--- src/rtl/pixel_pack_writer_pkg.sv ---
// rtl/pixel_pack_writer_pkg.sv - shared frame geometry, write-client state encodings and FIFO entry type
package pixel_pack_writer_pkg;

    // Frame geometry and word widths shared with the frame-buffer read side.
    localparam int LOG_WIDTH    = 3;
    localparam int LOG_HEIGHT   = 2;
    localparam int LOG_TRUNC    = 18;
    localparam int LOG_MEM      = 2 * LOG_TRUNC;
    localparam int IMAGE_WIDTH  = 8;
    localparam int IMAGE_HEIGHT = 4;

    // Write-client handshake states, reusable by any memory_interface writer.
    typedef enum logic {
        WR_IDLE = 1'b0,
        WR_WAIT = 1'b1
    } wr_state_t;

    // One queued write: packed pixel pair plus the coordinates of its even pixel.
    typedef struct packed {
        logic [LOG_MEM-1:0]    data;
        logic [LOG_WIDTH-1:0]  x;
        logic [LOG_HEIGHT-1:0] y;
    } wr_word_t;

    localparam int WR_WORD_W = $bits(wr_word_t);

endpackage

--- src/rtl/pixel_pack_writer_fifo.sv ---
// rtl/pixel_pack_writer_fifo.sv - generic synchronous FIFO with first-word fall-through read
//
// Ports:
//   clock, reset     rising-edge clock, asynchronous active-low reset
//   push, push_data  write request and data; ignored while full
//   pop, pop_data    read request; pop_data always shows the head entry
//   full, empty      occupancy flags
//   count            number of stored entries (0..DEPTH)
module pixel_fifo #(
    parameter int WIDTH     = 8,
    parameter int DEPTH     = 4,
    parameter int LOG_DEPTH = 2
) (
    input  logic                 clock,
    input  logic                 reset,
    input  logic                 push,
    input  logic [WIDTH-1:0]     push_data,
    input  logic                 pop,
    output logic [WIDTH-1:0]     pop_data,
    output logic                 full,
    output logic                 empty,
    output logic [LOG_DEPTH:0]   count
);

    logic [WIDTH-1:0]     r_mem [DEPTH];
    logic [LOG_DEPTH-1:0] r_wr_ptr;
    logic [LOG_DEPTH-1:0] r_rd_ptr;
    logic [LOG_DEPTH:0]   r_count;
    logic                 w_do_push;
    logic                 w_do_pop;

    // Full is judged on the current occupancy, so a push into a full FIFO is
    // refused even when a pop happens on the same edge.
    assign full      = (r_count == (LOG_DEPTH+1)'(DEPTH));
    assign empty     = (r_count == '0);
    assign count     = r_count;
    assign w_do_push = push & ~full;
    assign w_do_pop  = pop & ~empty;
    assign pop_data  = r_mem[r_rd_ptr];

    always_ff @(posedge clock) begin
        if (w_do_push) begin
            r_mem[r_wr_ptr] <= push_data;
        end
    end

    always_ff @(posedge clock or negedge reset) begin
        if (!reset) begin
            r_wr_ptr <= '0;
            r_rd_ptr <= '0;
            r_count  <= '0;
        end else begin
            if (w_do_push) begin
                r_wr_ptr <= r_wr_ptr + LOG_DEPTH'(1);
            end
            if (w_do_pop) begin
                r_rd_ptr <= r_rd_ptr + LOG_DEPTH'(1);
            end
            case ({w_do_push, w_do_pop})
                2'b10:   r_count <= r_count + (LOG_DEPTH+1)'(1);
                2'b01:   r_count <= r_count - (LOG_DEPTH+1)'(1);
                default: r_count <= r_count;
            endcase
        end
    end

endmodule

--- src/rtl/pixel_pack_writer.sv ---
// rtl/pixel_pack_writer.sv - packs raster pixel pairs into memory words and issues flag/done writes
//
// Ports:
//   clock, reset        rising-edge clock, asynchronous active-low reset
//   frame_flag          start-of-frame pulse: restarts coordinates, clears overflow
//   pixel_in/valid      raster-order pixel stream
//   wr_flag             one-cycle write request to memory_interface
//   wr                  constant write direction
//   wr_x, wr_y          coordinates of the even pixel of the outstanding word
//   pixel_write         {even pixel, odd pixel}
//   done_wr             memory accepted the outstanding write
//   overflow            sticky: a packed word was dropped this frame
//   busy                words queued or a write outstanding
module pixel_pack_writer
    import pixel_pack_writer_pkg::*;
#(
    parameter int DEPTH     = 4,
    parameter int LOG_DEPTH = 2
) (
    input  logic                  clock,
    input  logic                  reset,
    input  logic                  frame_flag,
    input  logic [LOG_TRUNC-1:0]  pixel_in,
    input  logic                  pixel_valid,
    output logic                  wr_flag,
    output logic                  wr,
    output logic [LOG_WIDTH-1:0]  wr_x,
    output logic [LOG_HEIGHT-1:0] wr_y,
    output logic [LOG_MEM-1:0]    pixel_write,
    input  logic                  done_wr,
    output logic                  overflow,
    output logic                  busy
);

    logic [LOG_WIDTH-1:0]  r_cx;
    logic [LOG_HEIGHT-1:0] r_cy;
    logic [LOG_TRUNC-1:0]  r_hold;
    logic [LOG_WIDTH-1:0]  r_hold_x;
    logic [LOG_HEIGHT-1:0] r_hold_y;
    logic                  r_overflow;
    logic                  r_wr_flag;
    logic [LOG_WIDTH-1:0]  r_wr_x;
    logic [LOG_HEIGHT-1:0] r_wr_y;
    logic [LOG_MEM-1:0]    r_pixel_write;
    wr_state_t             r_state;
    wr_state_t             w_state_next;

    logic [LOG_WIDTH-1:0]  w_px;
    logic [LOG_HEIGHT-1:0] w_py;
    logic                  w_push_req;
    logic                  w_pop;
    logic                  w_full;
    logic                  w_empty;
    logic [LOG_DEPTH:0]    w_count;
    wr_word_t              w_push_word;
    wr_word_t              w_pop_word;

    // A frame_flag coinciding with a valid pixel makes that pixel (0,0).
    assign w_px = frame_flag ? '0 : r_cx;
    assign w_py = frame_flag ? '0 : r_cy;

    always_ff @(posedge clock or negedge reset) begin
        if (!reset) begin
            r_cx <= '0;
            r_cy <= '0;
        end else if (pixel_valid) begin
            if (w_px == LOG_WIDTH'(IMAGE_WIDTH - 1)) begin
                r_cx <= '0;
                r_cy <= (w_py == LOG_HEIGHT'(IMAGE_HEIGHT - 1)) ? '0 : w_py + LOG_HEIGHT'(1);
            end else begin
                r_cx <= w_px + LOG_WIDTH'(1);
                r_cy <= w_py;
            end
        end else if (frame_flag) begin
            r_cx <= '0;
            r_cy <= '0;
        end
    end

    // The even pixel waits in hold; a frame restart discards it implicitly
    // because the next pixel is even again and overwrites it.
    always_ff @(posedge clock or negedge reset) begin
        if (!reset) begin
            r_hold   <= '0;
            r_hold_x <= '0;
            r_hold_y <= '0;
        end else if (pixel_valid && !w_px[0]) begin
            r_hold   <= pixel_in;
            r_hold_x <= w_px;
            r_hold_y <= w_py;
        end
    end

    assign w_push_req       = pixel_valid & w_px[0];
    assign w_push_word.data = {r_hold, pixel_in};
    assign w_push_word.x    = r_hold_x;
    assign w_push_word.y    = r_hold_y;

    pixel_fifo #(
        .WIDTH     (WR_WORD_W),
        .DEPTH     (DEPTH),
        .LOG_DEPTH (LOG_DEPTH)
    ) u_fifo (
        .clock     (clock),
        .reset     (reset),
        .push      (w_push_req),
        .push_data (w_push_word),
        .pop       (w_pop),
        .pop_data  (w_pop_word),
        .full      (w_full),
        .empty     (w_empty),
        .count     (w_count)
    );

    // A pair arriving while the FIFO is full is lost; the frame restart is the
    // only way to clear the record of it.
    always_ff @(posedge clock or negedge reset) begin
        if (!reset) begin
            r_overflow <= 1'b0;
        end else if (frame_flag) begin
            r_overflow <= 1'b0;
        end else if (w_push_req && w_full) begin
            r_overflow <= 1'b1;
        end
    end

    always_ff @(posedge clock or negedge reset) begin
        if (!reset) begin
            r_state <= WR_IDLE;
        end else begin
            r_state <= w_state_next;
        end
    end

    always_comb begin
        w_state_next = r_state;
        w_pop        = 1'b0;
        case (r_state)
            WR_IDLE: begin
                if (!w_empty) begin
                    w_pop        = 1'b1;
                    w_state_next = WR_WAIT;
                end
            end
            WR_WAIT: begin
                if (done_wr) begin
                    if (!w_empty) begin
                        w_pop = 1'b1;
                    end else begin
                        w_state_next = WR_IDLE;
                    end
                end
            end
            default: begin
                w_state_next = WR_IDLE;
            end
        endcase
    end

    // Output registers load only on a pop, so they stay stable for the whole
    // time a write is outstanding.
    always_ff @(posedge clock or negedge reset) begin
        if (!reset) begin
            r_wr_flag     <= 1'b0;
            r_wr_x        <= '0;
            r_wr_y        <= '0;
            r_pixel_write <= '0;
        end else begin
            r_wr_flag <= w_pop;
            if (w_pop) begin
                r_wr_x        <= w_pop_word.x;
                r_wr_y        <= w_pop_word.y;
                r_pixel_write <= w_pop_word.data;
            end
        end
    end

    assign wr_flag     = r_wr_flag;
    assign wr          = 1'b1;
    assign wr_x        = r_wr_x;
    assign wr_y        = r_wr_y;
    assign pixel_write = r_pixel_write;
    assign overflow    = r_overflow;
    assign busy        = (w_count != '0) | (r_state == WR_WAIT);

endmodule

--- config.mk ---
export PLATFORM = sky130hd
export DESIGN_NAME = pixel_pack_writer
export DESIGN_NICKNAME = d
export VERILOG_FILES = /design/src/rtl/pixel_pack_writer_pkg.sv /design/src/rtl/pixel_pack_writer_fifo.sv /design/src/rtl/pixel_pack_writer.sv
export SDC_FILE = /design/constraint.sdc
export NUM_CORES = 1
export LEC_CHECK = 0
export ABC_AREA = 1
export CORE_MARGIN = 2
export CORE_UTILIZATION = 50
export CTS_CLUSTER_DIAMETER = 150
export DETAILED_ROUTE_END_ITERATION = 10
export PLACE_DENSITY = 0.69
export SETUP_SLACK_MARGIN = 0.15
export SYNTH_ARGS = -nofsm -noshare
export SYNTH_HDL_FRONTEND = slang
export SYNTH_SLANG_ARGS = --single-unit
--- constraint.sdc ---
create_clock -name clock -period 3.3 [get_ports clock]
set_input_delay 0.99 -clock clock [delete_from_list [all_inputs] [get_ports clock]]
set_output_delay 0.99 -clock clock [all_outputs]
set_load 0.05 [all_outputs]
==> flow_summary_export.csv, run 1 <==
group,metric,value,unit
outcome,status,"finished, final reports clean",
die,row_count,52,
global_routing,grt_start_max_net_pins,85,
sta,period_minus_slack,3.01,ns
sta,fin_skew,0.00924,ns
global_routing,antenna_found_initial,0,
synthesis,synthArstFlopShare,32.5,%
synthesis,synth_area,10200,µm²
sta,fmax,332,MHz
synthesis,synth-edff-count,164,
run,cap_violations,0,
synthesis,synthFlopType,"edfxtp_1",
clocking,cts.sinks,243,
setup_path,ff2ff_path_depth,7,
clocking,ctsHoldBuffers,0,
sta,tightest_slew,0.931,ns
cells_and_area,stdcell_area,12000,µm²
sta,drv_slew,0,
setup_path,worst_ep_required_time,2.31,ns
sta,rsz0062_at_grt,"no",
global_routing,overflow,0,
drt,firstDrtPassIters,4,
setup_path,worst_setup_path_end_kind,"output port",
cells_and_area,syn_to_final_growth,18.3,%
sta,setup_viol,0,
sta,slew-limit-headroom,37.9,%
global_routing,grt_usage,17.9,%
setup_path,rr_endpoint,"pixel_write[35]$_DFFE_PN0N_",
synthesis,synthTopCellsByArea,"edfxtp_1 (48%), dfrtp_1 (19%), nand2_1 (13%)",
setup_path,path_max_fanout,4,
cells_and_area,fin_nets,1070,
drt,drtAntennaViolNets,0,
hold_path,hold_class,"reg2reg",
setup_path,arrival,2.02,ns
placement,place_area,11100,µm²
pwr,p_seq_share,37.6,%
pwr,clockPowerShare,28.0,%
setup_path,critPathLaunch,"u_fifo.count[0]$_DFFE_PN0P_",
sta,hold_violations,0,
drt,drt_iter0_markers,374,
drt,vias,6227,
clocking,post_cts_resized,0,
setup_path,r2r_start,"u_fifo.r_rd_ptr[0]$_DFFE_PN0P_",
clocking,post-cts-setup-buffer-count,0,
pwr,share_comb_of_total_power,34.5,%
placement,post-place-ws,0.217,ns
drt,wl_per_cell,14.2,µm
drt,drc,0,
pwr,p_per_area,897,nW/µm²
clocking,cts_made_buffers,25,
clocking,path_clk_slew,0.06,ns
die,core_area,20100,µm²
die,die_area,21500,µm²
pwr,swShare,36.5,%
placement,hpwlAfterDp,10.6,mm
synthesis,synth_top_area_cell,"edfxtp_1",
setup_path,critPathCapture,"busy",
synthesis,synth-seq-cells,243,
clocking,clk_latency,0.51,ns
clocking,cts_buffer_depth,3,
die,start_util,50.5,%
pwr,vdd_drop_max,0.437,mV
drt,vias_per_cell,4.70,
sta,whs,0.457,ns
die,ios,68,
setup_path,crit_type,"reg2out",
setup_path,r2r_setup_slack,1.36,ns
cells_and_area,diodes,0,
synthesis,avgSynthCellArea,10.5,µm²
setup_path,startpoint_type,"flip-flop",
sta,setup_ws,0.289,ns
clocking,clockRootBuffer,"clkbuf_16",
placement,place.gp.congestion,0.753,
die,die_h,147,µm
clocking,cts.htree.levels,1,
die,die_x,147,µm
synthesis,post_synth_num_cell_types,30,
placement,port_buffers,66,
hold_path,hp-start,"r_cy[1]$_DFF_PN0_",
pwr,p_int,6.84,mW
pwr,p_leak,5.55,nW
pwr,p_switching,3.93,mW
synthesis,syn_nets,999,
synthesis,yosysWarnings,0,
global_routing,grt_pass1_vias,5994,
synthesis,yosysTopAreaCellShare,48.5,%
global_routing,grt_pass1_wl,30.7,mm
clocking,cts_tree,"built",
synthesis,syn-instance-count,966,
cells_and_area,drive_gt1_share,7.68,%
pwr,total_power,10.8,mW
drt,drt-total-wl,18.8,mm
synthesis,ys_seq_area_share,67.9,%
sta,fin_crit_sh,91.2,%
## metrics by stage
stage	util [%]	TNS, ns	instances
2_1_floorplan	-	-61.11	966
3_3_place_gp	55.4	0	1280
3_5_place_dp	55.4	0	1280
4_1_cts	59.8	0	1325
5_1_grt	59.8	0	1325
6_report	59.8	0	1325
## layout by cell type, fill, tap and decap left out, drive strengths merged
| master | synthesis | final |
|---|---|---|
| nand2 | 352 | 352 |
| inv | 186 | 185 |
| edfxtp | 164 | 164 |
| nand3 | 86 | 86 |
| dfrtp | 79 | 79 |
| clkdlybuf4s50 | 0 | 65 |
| clkbuf | 2 | 33 |
| buf | 37 | 18 |
| mux2 | 18 | 18 |
| nor2 | 13 | 13 |
| ha | 9 | 9 |
| clkinv | 1 | 7 |
| a21oi | 6 | 6 |
| bufinv | 0 | 6 |
| o21ai | 6 | 6 |
| xor2 | 4 | 4 |
| xnor2 | 1 | 1 |
| fa | 1 | 1 |
| conb | 1 | 1 |
| clkinvlp | 0 | 1 |
## power by group through the flow
| stage | clock network (mW) | registers [mW] | logic (mW) |
|---|---|---|---|
| 3_3_place_gp | 0 | 4.09 | 3.70 |
| 2_1_floorplan | 0 | 4.96 | 1.83 |
| 4_1_cts | 3.06 | 4.05 | 3.77 |
| 3_5_place_dp | 0 | 4.10 | 3.75 |
| 6_report | 3.01 | 4.05 | 3.71 |
| 5_1_grt | 3.19 | 4.11 | 4.08 |
## area by class of cell
cell class | instances | area (µm²)
Fill cell | 1598 | 8090
Sequential cell | 243 | 6900
Multi-Input combinational cell | 497 | 2320
Timing Repair Buffer | 83 | 861
Inverter | 187 | 704
Clock buffer | 33 | 676
Tap cell | 270 | 338
Clock inverter | 12 | 213
## layer usage
metal	routed length, µm	GRT usage (%)
met1	8160	24.2
met2	9610	31.1
met3	745	2.50
met4	283	4.22
met5	0	0
## cells by family (layout without fill, tap and decap cells)
| family | Yosys count | after routing | share of synthesized area (%) |
|---|---|---|---|
| muxes | 18 | 18 | 1.99 |
| buffers and inverters | 226 | 315 | 9.53 |
| other | 1 | 1 | 0.0369 |
| DFF | 243 | 243 | 67.9 |
| xor gates and xnor gates | 5 | 5 | 0.431 |
| and+or+nand+nor | 451 | 451 | 18.1 |
| adders and majority gates | 10 | 10 | 1.31 |
| AOI/OAI and AO/OA | 12 | 12 | 0.702 |
## critical path: stages, from the launching register on
cell	delay, ns
dfrtp_1	0.42
nor2_4	0.17
nand2_4	0.09
inv_4	0.09
nand2_1	0.05
clkdlybuf4s50_1	0.69
## synthesized netlist by cell type (2+ instances only)
cell / n
nand2_1: 350
inv_1: 182
edfxtp_1: 164
nand3_1: 86
dfrtp_1: 79
buf_2: 22
buf_6: 10
mux2_1: 10
nor2_1: 10
ha_1: 9
mux2_2: 8
a21oi_1: 6
buf_4: 4
o21ai_0: 4
xor2_1: 4
inv_2: 3
clkbuf_1: 2
## sequential cells by signal, summed over array words and instances, names as in the netlist
register and count:
overflow 1, pixel_write 36, r_cx 3, r_cy 2, r_hold 18, r_hold_x 3, r_hold_y 2, r_state 1
u_fifo.count 3, u_fifo.r_mem 164, u_fifo.r_rd_ptr 2, u_fifo.r_wr_ptr 2, wr_flag 1, wr_x 3, wr_y 2
## worst min-delay path by stage
stage | endpoint | depth (start not counted) | slack (ns)
2_1_floorplan | r_cy[1]$_DFF_PN0_ | 1 | 0.42
3_3_place_gp | r_cy[1]$_DFF_PN0_ | 1 | 0.45
3_5_place_dp | r_cy[1]$_DFF_PN0_ | 1 | 0.45
4_1_cts | r_cy[1]$_DFF_PN0_ | 1 | 0.45
5_1_grt | r_cy[1]$_DFF_PN0_ | 1 | 0.47
6_report | r_cy[1]$_DFF_PN0_ | 1 | 0.46
Note: power is estimated with default switching activity, not from simulation.
==> run 2, diff against run 1 <==
CAP_MARGIN = 0   (was unset)
==> results of run 2 <==
Final layout, timing and power as in run 1 (identical DEF).
